[config.mk]
export PLATFORM = sky130hd
export DESIGN_NAME = tuple_reg_arbiter_flat
export DESIGN_NICKNAME = d
export VERILOG_FILES = /design/src/rtl/tuple_reg_arbiter_if.sv /design/src/rtl/tuple_reg_arbiter.sv /design/src/flat_wrapper.sv
export SDC_FILE = /design/constraint.sdc
export NUM_CORES = 1
export LEC_CHECK = 0
export CAP_MARGIN = 20
export CELL_PAD_IN_SITES_DETAIL_PLACEMENT = 1
export CELL_PAD_IN_SITES_GLOBAL_PLACEMENT = 2
export CORE_MARGIN = 3
export CORE_UTILIZATION = 25
export CTS_CLUSTER_DIAMETER = 100
export DETAILED_ROUTE_END_ITERATION = 8
export PLACE_DENSITY = 0.82
export SLEW_MARGIN = 20
export SYNTH_ARGS = -nofsm -noshare
export SYNTH_HDL_FRONTEND = slang
export SYNTH_SLANG_ARGS = --single-unit
[constraint.sdc]
create_clock -name CLK -period 2.86 [get_ports CLK]
set_input_delay 0.858 -clock CLK [delete_from_list [all_inputs] [get_ports CLK]]
set_output_delay 0.858 -clock CLK [all_outputs]
set_load 0.005 [all_outputs]
[src/rtl/tuple_reg_arbiter_if.sv]
// Request bus for tuple_reg_arbiter: two requesters, each with
// valid/sel/value/lock driven by the master and ready returned by the arbiter.
interface tuple_reg_arbiter_if #(
    parameter int WIDTH = 8
);
    logic             req0_valid;
    logic             req0_sel;
    logic [WIDTH-1:0] req0_value;
    logic             req0_lock;
    logic             req0_ready;
    logic             req1_valid;
    logic             req1_sel;
    logic [WIDTH-1:0] req1_value;
    logic             req1_lock;
    logic             req1_ready;

    modport master (
        output req0_valid, req0_sel, req0_value, req0_lock,
        output req1_valid, req1_sel, req1_value, req1_lock,
        input  req0_ready, req1_ready
    );

    modport slave (
        input  req0_valid, req0_sel, req0_value, req0_lock,
        input  req1_valid, req1_sel, req1_value, req1_lock,
        output req0_ready, req1_ready
    );
endinterface

[src/rtl/tuple_reg_arbiter.sv]
// Two-requester arbiter guarding a register tuple (a0, a1) with optional
// exclusive locking. Ports: CLK, RESET (sync, active-high), bus (slave
// modport: per-requester valid/sel/value/lock in, ready out), O_a0/O_a1
// (registered fields), owner (one-hot lock holder), wr_count (accepted
// writes, wraps). Define TUPLE_ARB_ROUND_ROBIN_EN to break IDLE ties
// against the last granted requester; otherwise requester 0 wins ties.
module tuple_reg_arbiter #(
    parameter int               WIDTH   = 8,
    parameter logic [WIDTH-1:0] INIT_A0 = '0,
    parameter logic [WIDTH-1:0] INIT_A1 = '0
) (
    input  logic             CLK,
    input  logic             RESET,
    tuple_reg_arbiter_if.slave bus,
    output logic [WIDTH-1:0] O_a0,
    output logic [WIDTH-1:0] O_a1,
    output logic [1:0]       owner,
    output logic [7:0]       wr_count
);

    typedef enum logic [1:0] {
        IDLE  = 2'd0,
        LOCK0 = 2'd1,
        LOCK1 = 2'd2
    } state_t;

    state_t           state_q, state_d;
    logic [WIDTH-1:0] a0_q, a0_d;
    logic [WIDTH-1:0] a1_q, a1_d;
    logic [1:0]       owner_q, owner_d;
    logic [7:0]       wr_count_q, wr_count_d;
    // 1 = requester 1 was granted last; reset value makes 0 win first tie
    logic             last_q, last_d;

    logic rdy0, rdy1;
    logic tie_to1;
    logic xfer0, xfer1;

    always_comb begin
`ifdef TUPLE_ARB_ROUND_ROBIN_EN
        tie_to1 = ~last_q;
`else
        tie_to1 = 1'b0;
`endif
        rdy0 = 1'b0;
        rdy1 = 1'b0;
        if (!RESET) begin
            case (state_q)
                IDLE: begin
                    if (bus.req0_valid && bus.req1_valid) begin
                        rdy0 = ~tie_to1;
                        rdy1 = tie_to1;
                    end else begin
                        rdy0 = bus.req0_valid;
                        rdy1 = bus.req1_valid;
                    end
                end
                LOCK0:   rdy0 = 1'b1;
                LOCK1:   rdy1 = 1'b1;
                default: ;
            endcase
        end
    end

    assign bus.req0_ready = rdy0;
    assign bus.req1_ready = rdy1;

    assign xfer0 = bus.req0_valid & rdy0;
    assign xfer1 = bus.req1_valid & rdy1;

    always_comb begin
        state_d    = state_q;
        a0_d       = a0_q;
        a1_d       = a1_q;
        wr_count_d = wr_count_q;
        last_d     = last_q;
        if (xfer0) begin
            if (bus.req0_sel) a0_d = bus.req0_value;
            else              a1_d = bus.req0_value;
            wr_count_d = wr_count_q + 8'd1;
            last_d     = 1'b0;
            state_d    = bus.req0_lock ? LOCK0 : IDLE;
        end else if (xfer1) begin
            if (bus.req1_sel) a0_d = bus.req1_value;
            else              a1_d = bus.req1_value;
            wr_count_d = wr_count_q + 8'd1;
            last_d     = 1'b1;
            state_d    = bus.req1_lock ? LOCK1 : IDLE;
        end else begin
            // holder idle: keep lock only while it still asks for it
            case (state_q)
                LOCK0:   if (!bus.req0_lock) state_d = IDLE;
                LOCK1:   if (!bus.req1_lock) state_d = IDLE;
                default: ;
            endcase
        end
        case (state_d)
            LOCK0:   owner_d = 2'b01;
            LOCK1:   owner_d = 2'b10;
            default: owner_d = 2'b00;
        endcase
    end

    always_ff @(posedge CLK) begin
        if (RESET) begin
            state_q    <= IDLE;
            a0_q       <= INIT_A0;
            a1_q       <= INIT_A1;
            owner_q    <= 2'b00;
            wr_count_q <= 8'd0;
            last_q     <= 1'b1;
        end else begin
            state_q    <= state_d;
            a0_q       <= a0_d;
            a1_q       <= a1_d;
            owner_q    <= owner_d;
            wr_count_q <= wr_count_d;
            last_q     <= last_d;
        end
    end

    assign O_a0     = a0_q;
    assign O_a1     = a1_q;
    assign owner    = owner_q;
    assign wr_count = wr_count_q;

endmodule

[src/flat_wrapper.sv]
// flat-port wrapper written by rule: the top's interface ports become plain ports
module tuple_reg_arbiter_flat 
#(
    parameter int               WIDTH   = 8,
    parameter logic [WIDTH-1:0] INIT_A0 = '0,
    parameter logic [WIDTH-1:0] INIT_A1 = '0
)
  (CLK, RESET, O_a0, O_a1, owner, wr_count, bus_req0_valid, bus_req0_sel, bus_req0_value, bus_req0_lock, bus_req1_valid, bus_req1_sel, bus_req1_value, bus_req1_lock, bus_req0_ready, bus_req1_ready);
  tuple_reg_arbiter_if #(.WIDTH(WIDTH)) bus_i ();
  input  logic CLK;
  input  logic RESET;
  output logic [WIDTH-1:0] O_a0;
  output logic [WIDTH-1:0] O_a1;
  output logic [1:0] owner;
  output logic [7:0] wr_count;
  input wire logic [$bits(bus_i.req0_valid)-1:0] bus_req0_valid;
  input wire logic [$bits(bus_i.req0_sel)-1:0] bus_req0_sel;
  input wire logic [$bits(bus_i.req0_value)-1:0] bus_req0_value;
  input wire logic [$bits(bus_i.req0_lock)-1:0] bus_req0_lock;
  input wire logic [$bits(bus_i.req1_valid)-1:0] bus_req1_valid;
  input wire logic [$bits(bus_i.req1_sel)-1:0] bus_req1_sel;
  input wire logic [$bits(bus_i.req1_value)-1:0] bus_req1_value;
  input wire logic [$bits(bus_i.req1_lock)-1:0] bus_req1_lock;
  output wire logic [$bits(bus_i.req0_ready)-1:0] bus_req0_ready;
  output wire logic [$bits(bus_i.req1_ready)-1:0] bus_req1_ready;
  assign bus_i.req0_valid = bus_req0_valid;
  assign bus_i.req0_sel = bus_req0_sel;
  assign bus_i.req0_value = bus_req0_value;
  assign bus_i.req0_lock = bus_req0_lock;
  assign bus_i.req1_valid = bus_req1_valid;
  assign bus_i.req1_sel = bus_req1_sel;
  assign bus_i.req1_value = bus_req1_value;
  assign bus_i.req1_lock = bus_req1_lock;
  assign bus_req0_ready = bus_i.req0_ready;
  assign bus_req1_ready = bus_i.req1_ready;
  tuple_reg_arbiter #(.WIDTH(WIDTH), .INIT_A0(INIT_A0), .INIT_A1(INIT_A1)) u_core (.CLK(CLK), .RESET(RESET), .bus(bus_i), .O_a0(O_a0), .O_a1(O_a1), .owner(owner), .wr_count(wr_count));
endmodule
==> impl_metrics.toml, run 1 <==
[synth]
syn_area_um2 = 1410
synthCells = 150
yosys_most_used_dff = "dfxtp_1"
synth_cell_types = 34
ys_seq_area_share_pct = 39.9
ys_top_cells_by_area = "dfxtp_1 40%, mux2_2 13%, nor2b_1 4.0%, a31oi_1 3.6%, ha_1 3.6%"
syn_nets = 178
yosysTopAreaCellShare_pct = 39.9
synthArstFlopShare_pct = 0
yosysWarnings = 0
synth_seq_cells = 28
synth_edf_count = 0
avgSynthCellArea_um2 = 9.37
synth_top_area_cell = "dfxtp_1"

[critical_path]
r2r_start = "u_core.state_q[0]"
crit_path_start_kind = "input port"
cpPeakStageDelay_ns = 0.50
critPathSlowestCell = "clkdlybuf4s50_1"
cp_max_fo = 3
cp_num_buf_inv = 2
r2r_end = "u_core.O_a0[1]"
cp-end-kind = "output port"
cp_num_cells = 3
worstSetupEndpoint = "bus_req0_ready"
crit_family = "buffers and inverters"
arrival_ns = 1.92
criticalPathCategory = "in2out"
rrSetupSlack_ns = 0.76
ff2ff_path_depth = 6
required_ns = 2.00
critPathLaunch = "RESET"
cpMostUsedCell = "clkdlybuf4s50_1"
crit_chain = "clkdlybuf4s50_1 > nor2_1 > clkdlybuf4s50_1"

[timing]
tightest_slew_ns = 0.486
max_slew_margin_pct = 66.7
timing.final.ws_setup_ns = 0.0779
finClkSkew_ns = 0.00179
clock.fmax_ghz = 0.359
hold_viol = 0
min_period_ns = 2.78
setup-tns-final_ns = 0
post-route-period-util_pct = 97.3
slew_viol_final = 0
whs_ns = 0.479
setup_violations = 0
rsz0062_at_grt = "false"

[detailed_routing]
drt_iter0_markers = 52
drt_pass1_iterations = 4
vias = 1390
drc = 0
ant_nets = 0
wirelength_um = 4250
vias_per_cell = 4.95
post_drt_wl_per_cell_um = 15.1

[worst_hold_path]
hp-class = "reg2reg"

[final_layout]
final_cell_mix = "49 x clkdlybuf4s50_1, 28 x dfxtp_1, 16 x mux2_2"
antenna_cells = 0
multi_input_area_um2 = 796
fillerInstances = 615
final_core_util_pct = 40.6
final_common_cell = "clkdlybuf4s50_1"
drive_above_1_share_pct = 18.0
nNetsFinal = 240
seqCellArea_um2 = 561
fin_cells = 281
syn_to_final_growth_pct = 52.3

[global_routing]
grt_antenna_before_repair = 0
gr-total-overflow = 0
first_global_vias = 1399
track_usage_pct = 13.5
grt_pass1_wl_um = 6910
grt_max_degree = 18

[pwr]
p_leak_uw = 0.000784
powerDensity_nw_per_um2 = 463
ir_worst_vdd_v = 0.000214

[floorplan]
dieArea_um2 = 6560
die_w_um = 81.0
pin_count = 52
core.rowCount = 26
coreArea_um2 = 5270
initial_core_util_pct = 26.7
die_h_um = 81.0

[clocking]
cts_buffers = 3
clock_latency_ns = 0.28
clkSinkCount = 28
cts.path.max_buffers = 2
cts_tree = "built"
clk_pin_slew_ns = 0.10
root_buffer = "clkbuf_8"
htree_levels = 1
ctsHoldBuffers = 0

[placed_design]
port_buffers = 51
place_ws_ns = -0.194
dp.cells = 276
place.gp.congestion = 0.753
dpl.hpwl_um = 3220

[status]
outcome = "finished, final reports clean"

[flow_run]
cap_violations = 0
-- stage by stage --
step | total power [uW] | instance area, um2
detailed placement | 681 | 2060
finish | 991 | 2140
CTS | 1000 | 2140
floorplan | 549 | 1410
global placement | 676 | 2060
global route | 1040 | 2140
-- state kept, by name, summed over array words and instances (netlist names) --
register	flops
u_core.wr_count	8
u_core.state_q	2
u_core.O_a1	8
u_core.O_a0	8
u_core.owner	2
-- repair_timing --
item,in CTS,in global routing
gates resized for setup,3,0
setup buffers,1,0
setup endpoints to repair,2,0
-- layout make-up --
| type | count | share of cell area [%] |
|---|---|---|
| clock inverters | 1 | 1.40 |
| well taps | 70 | 4.09 |
| repair buffers | 64 | 28.3 |
| flip-flops and latches | 28 | 26.2 |
| clock buffers | 3 | 1.93 |
| inverters | 5 | 0.877 |
| multi-input cells | 110 | 37.2 |
-- where the power goes --
part	switching [uW]	internal [uW]
Clock	134	188
Combinational	99.7	136
Sequential	17.3	416
Total	251	740
-- kinds of logic after synthesis --
group                    synth area share (%)
AO/OA/AOI/OAI                            15.6
XOR/XNOR                                 3.12
adder cells (fa/ha/maj)                  3.56
buffers and inverters                    3.65
flip-flops                               39.9
multiplexers                             15.0
AND/OR/NAND/NOR                          19.2
-- Yosys cell counts, types with 2 or more instances --
master,number
a21oi_1,5
nor2b_1,9
nor4_1,8
a211oi_1,2
dfxtp_1,28
mux2i_1,3
xnor2_1,5
nor2_1,10
mux2_2,16
inv_1,4
a22oi_1,2
nand4_1,4
a31oi_1,8
ha_1,4
nand2_1,7
nand3_1,4
nor3_1,8
o21ai_1,3
buf_2,5
-- per-layer routing --
layer,track usage [%],wire length (um),up-vias,part of all wire [%]
li1,-,-,675,-
met1,16.6,1830,660,43
met2,22.2,2040,47,48
met3,4.66,294,8,6.9
met4,3.72,88,0,2.1
met5,0,0,-,0
-- worst min path at each step --
| stage | start | to | depth (start not counted) |
|---|---|---|---|
| finish | u_core.wr_count[7] | u_core.wr_count[7] | 1 |
| global route | u_core.wr_count[7] | u_core.wr_count[7] | 1 |
| CTS | u_core.wr_count[7] | u_core.wr_count[7] | 1 |
| detailed placement | u_core.wr_count[7] | u_core.wr_count[7] | 1 |
| global placement | u_core.wr_count[7] | u_core.wr_count[7] | 1 |
| floorplan | u_core.wr_count[7] | u_core.wr_count[7] | 1 |
Note: power is estimated with default switching activity, not from simulation.
==> run 2: changes to the inputs <==
- CELL_PAD_IN_SITES_DETAIL_PLACEMENT: 1 -> default
- CELL_PAD_IN_SITES_GLOBAL_PLACEMENT: 2 -> default
- CORE_MARGIN: 3 -> default
- CORE_UTILIZATION: 25 -> 44
- PLACE_DENSITY: 0.82 -> 0.83
- REMOVE_ABC_BUFFERS: default -> 1
==> run 2 against run 1 <==
Count of clock-buffer cells in the layout is the same. Sequential share of layout area grew 1.2 points. Non-clock buffer count shrank 1. Register-to-register slack gained 0.04 ns. Highest routed layer unchanged.
==> impl_metrics.toml, run 2 (synthesized netlist as in run 1, its figures left out) <==
[status]
outcome = "finished, final reports clean"

[clocking]
cts.path.max_buffers = 2
clk_pin_slew_ns = 0.14
clkSinkCount = 28
ctsHoldBuffers = 0
cts_tree = "built"
cts_buffers = 3
clock_latency_ns = 0.32
htree_levels = 1
root_buffer = "clkbuf_4"

[timing]
clock.fmax_ghz = 0.365
hold_viol = 0
slew_viol_final = 0
tightest_slew_ns = 0.623
max_slew_margin_pct = 57.4
post-route-period-util_pct = 95.9
rsz0062_at_grt = "false"
setup_violations = 0
min_period_ns = 2.74
timing.final.ws_setup_ns = 0.118
finClkSkew_ns = 0.00547

[global_routing]
first_global_vias = 1408
gr-total-overflow = 0
grt_antenna_before_repair = 0
grt_pass1_wl_um = 5940
grt_max_degree = 19
track_usage_pct = 22.2

[floorplan]
pin_count = 52
initial_core_util_pct = 46.0
dieArea_um2 = 3420
die_w_um = 58.5
die_h_um = 58.5
core.rowCount = 20
coreArea_um2 = 3050

[detailed_routing]
drt_pass1_iterations = 4
drt_iter0_markers = 51
ant_nets = 0
wirelength_um = 3510
post_drt_wl_per_cell_um = 13.9
vias_per_cell = 5.45
vias = 1378
drc = 0

[final_layout]
final_core_util_pct = 67.1
syn_to_final_growth_pct = 45.8
nNetsFinal = 239
antenna_cells = 0
seqCellArea_um2 = 561
final_common_cell = "clkdlybuf4s50_1"
fillerInstances = 266
multi_input_area_um2 = 793
final_cell_mix = "49 x clkdlybuf4s50_1, 28 x dfxtp_1, 16 x mux2_2"
drive_above_1_share_pct = 16.7

[placed_design]
place_ws_ns = -0.148
dpl.hpwl_um = 2720
place.gp.congestion = 0.775
port_buffers = 51

[critical_path]
crit_path_start_kind = "input port"
criticalPathCategory = "in2out"
cp_max_fo = 3
critPathSlowestCell = "clkdlybuf4s50_1"
crit_family = "buffers and inverters"
cp_num_buf_inv = 2
arrival_ns = 1.88
cpPeakStageDelay_ns = 0.50
cp-end-kind = "output port"
crit_chain = "clkdlybuf4s50_1 > nor2b_1 > a21oi_1 > nor2_1 > dlygate4sd2_1"
required_ns = 2.00

[worst_hold_path]
hp-class = "reg2reg"

[flow_run]
cap_violations = 0

[pwr]
ir_worst_vdd_v = 0.000222
p_leak_uw = 0.000757
power.total_uw = 824
powerDensity_nw_per_um2 = 402
## run 2: cell types whose count changed in the layout (fill, tap and decap cells not counted)
cell / change
clkbuf_8: -3
buf_4: -1
bufinv_16: -1
nor2b_1: +1
clkbuf_4: +3
nor2b_2: -1
## run 2: worst paths after layout
path	from	to	slack, ns	cells past startpoint
max	bus_req0_valid	bus_req1_ready	0.12	5
min	u_core.wr_count[7]	u_core.wr_count[7]	0.50	1
max reg2reg	u_core.state_q[0]	u_core.O_a0[2]	0.80	6
min reg2reg	u_core.wr_count[7]	u_core.wr_count[7]	0.50	1
## run 2: stage by stage
| step | hold slack [ns] | area (um2) | setup TNS [ns] | instances |
|---|---|---|---|---|
| floorplan | 0.453 | 1370 | 0 | 143 |
| global placement | 0.467 | 2020 | -0.0954 | 249 |
| detailed placement | 0.478 | 2020 | -0.198 | 249 |
| CTS | 0.502 | 2050 | 0 | 253 |
| global route | 0.537 | 2050 | 0 | 253 |
| finish | 0.501 | 2050 | 0 | 253 |
## run 2: layout make-up
class / count / area share, %
clock buffer: 3 / 1.10
inverter: 5 / 0.916
multi-input combinational: 110 / 38.7
sequential: 28 / 27.4
tap: 44 / 2.69
timing repair buffer: 63 / 29.2
## run 2: per-layer routing
metal	share of wire (%)	GRT usage [%]	up-vias
met5	0	0	-
met3	8.1	5.27	4
met4	0.97	7.48	0
met1	42	24.6	636
met2	49	41.2	60
li1	-	-	678
## run 2: repair_timing
item / in CTS / in global routing
setup endpoints to repair: 2 / 0
resized for setup: 2 / 0
buffers inserted: 1 / 0
## run 2: worst register-to-register path: stages (launching register included)
cell,delay (ns)
dfxtp_1,0.44
inv_1,0.08
ha_1,0.26
o21a_1,0.26
and3_1,0.25
o21ai_4,0.30
mux2_2,0.38
## run 2: power breakdown
group,switching [uW],internal (uW),leakage [uW]
clock,111,49.4,0.0000138
sequential,16.5,417,0.000229
combinational,95.8,135,0.000515
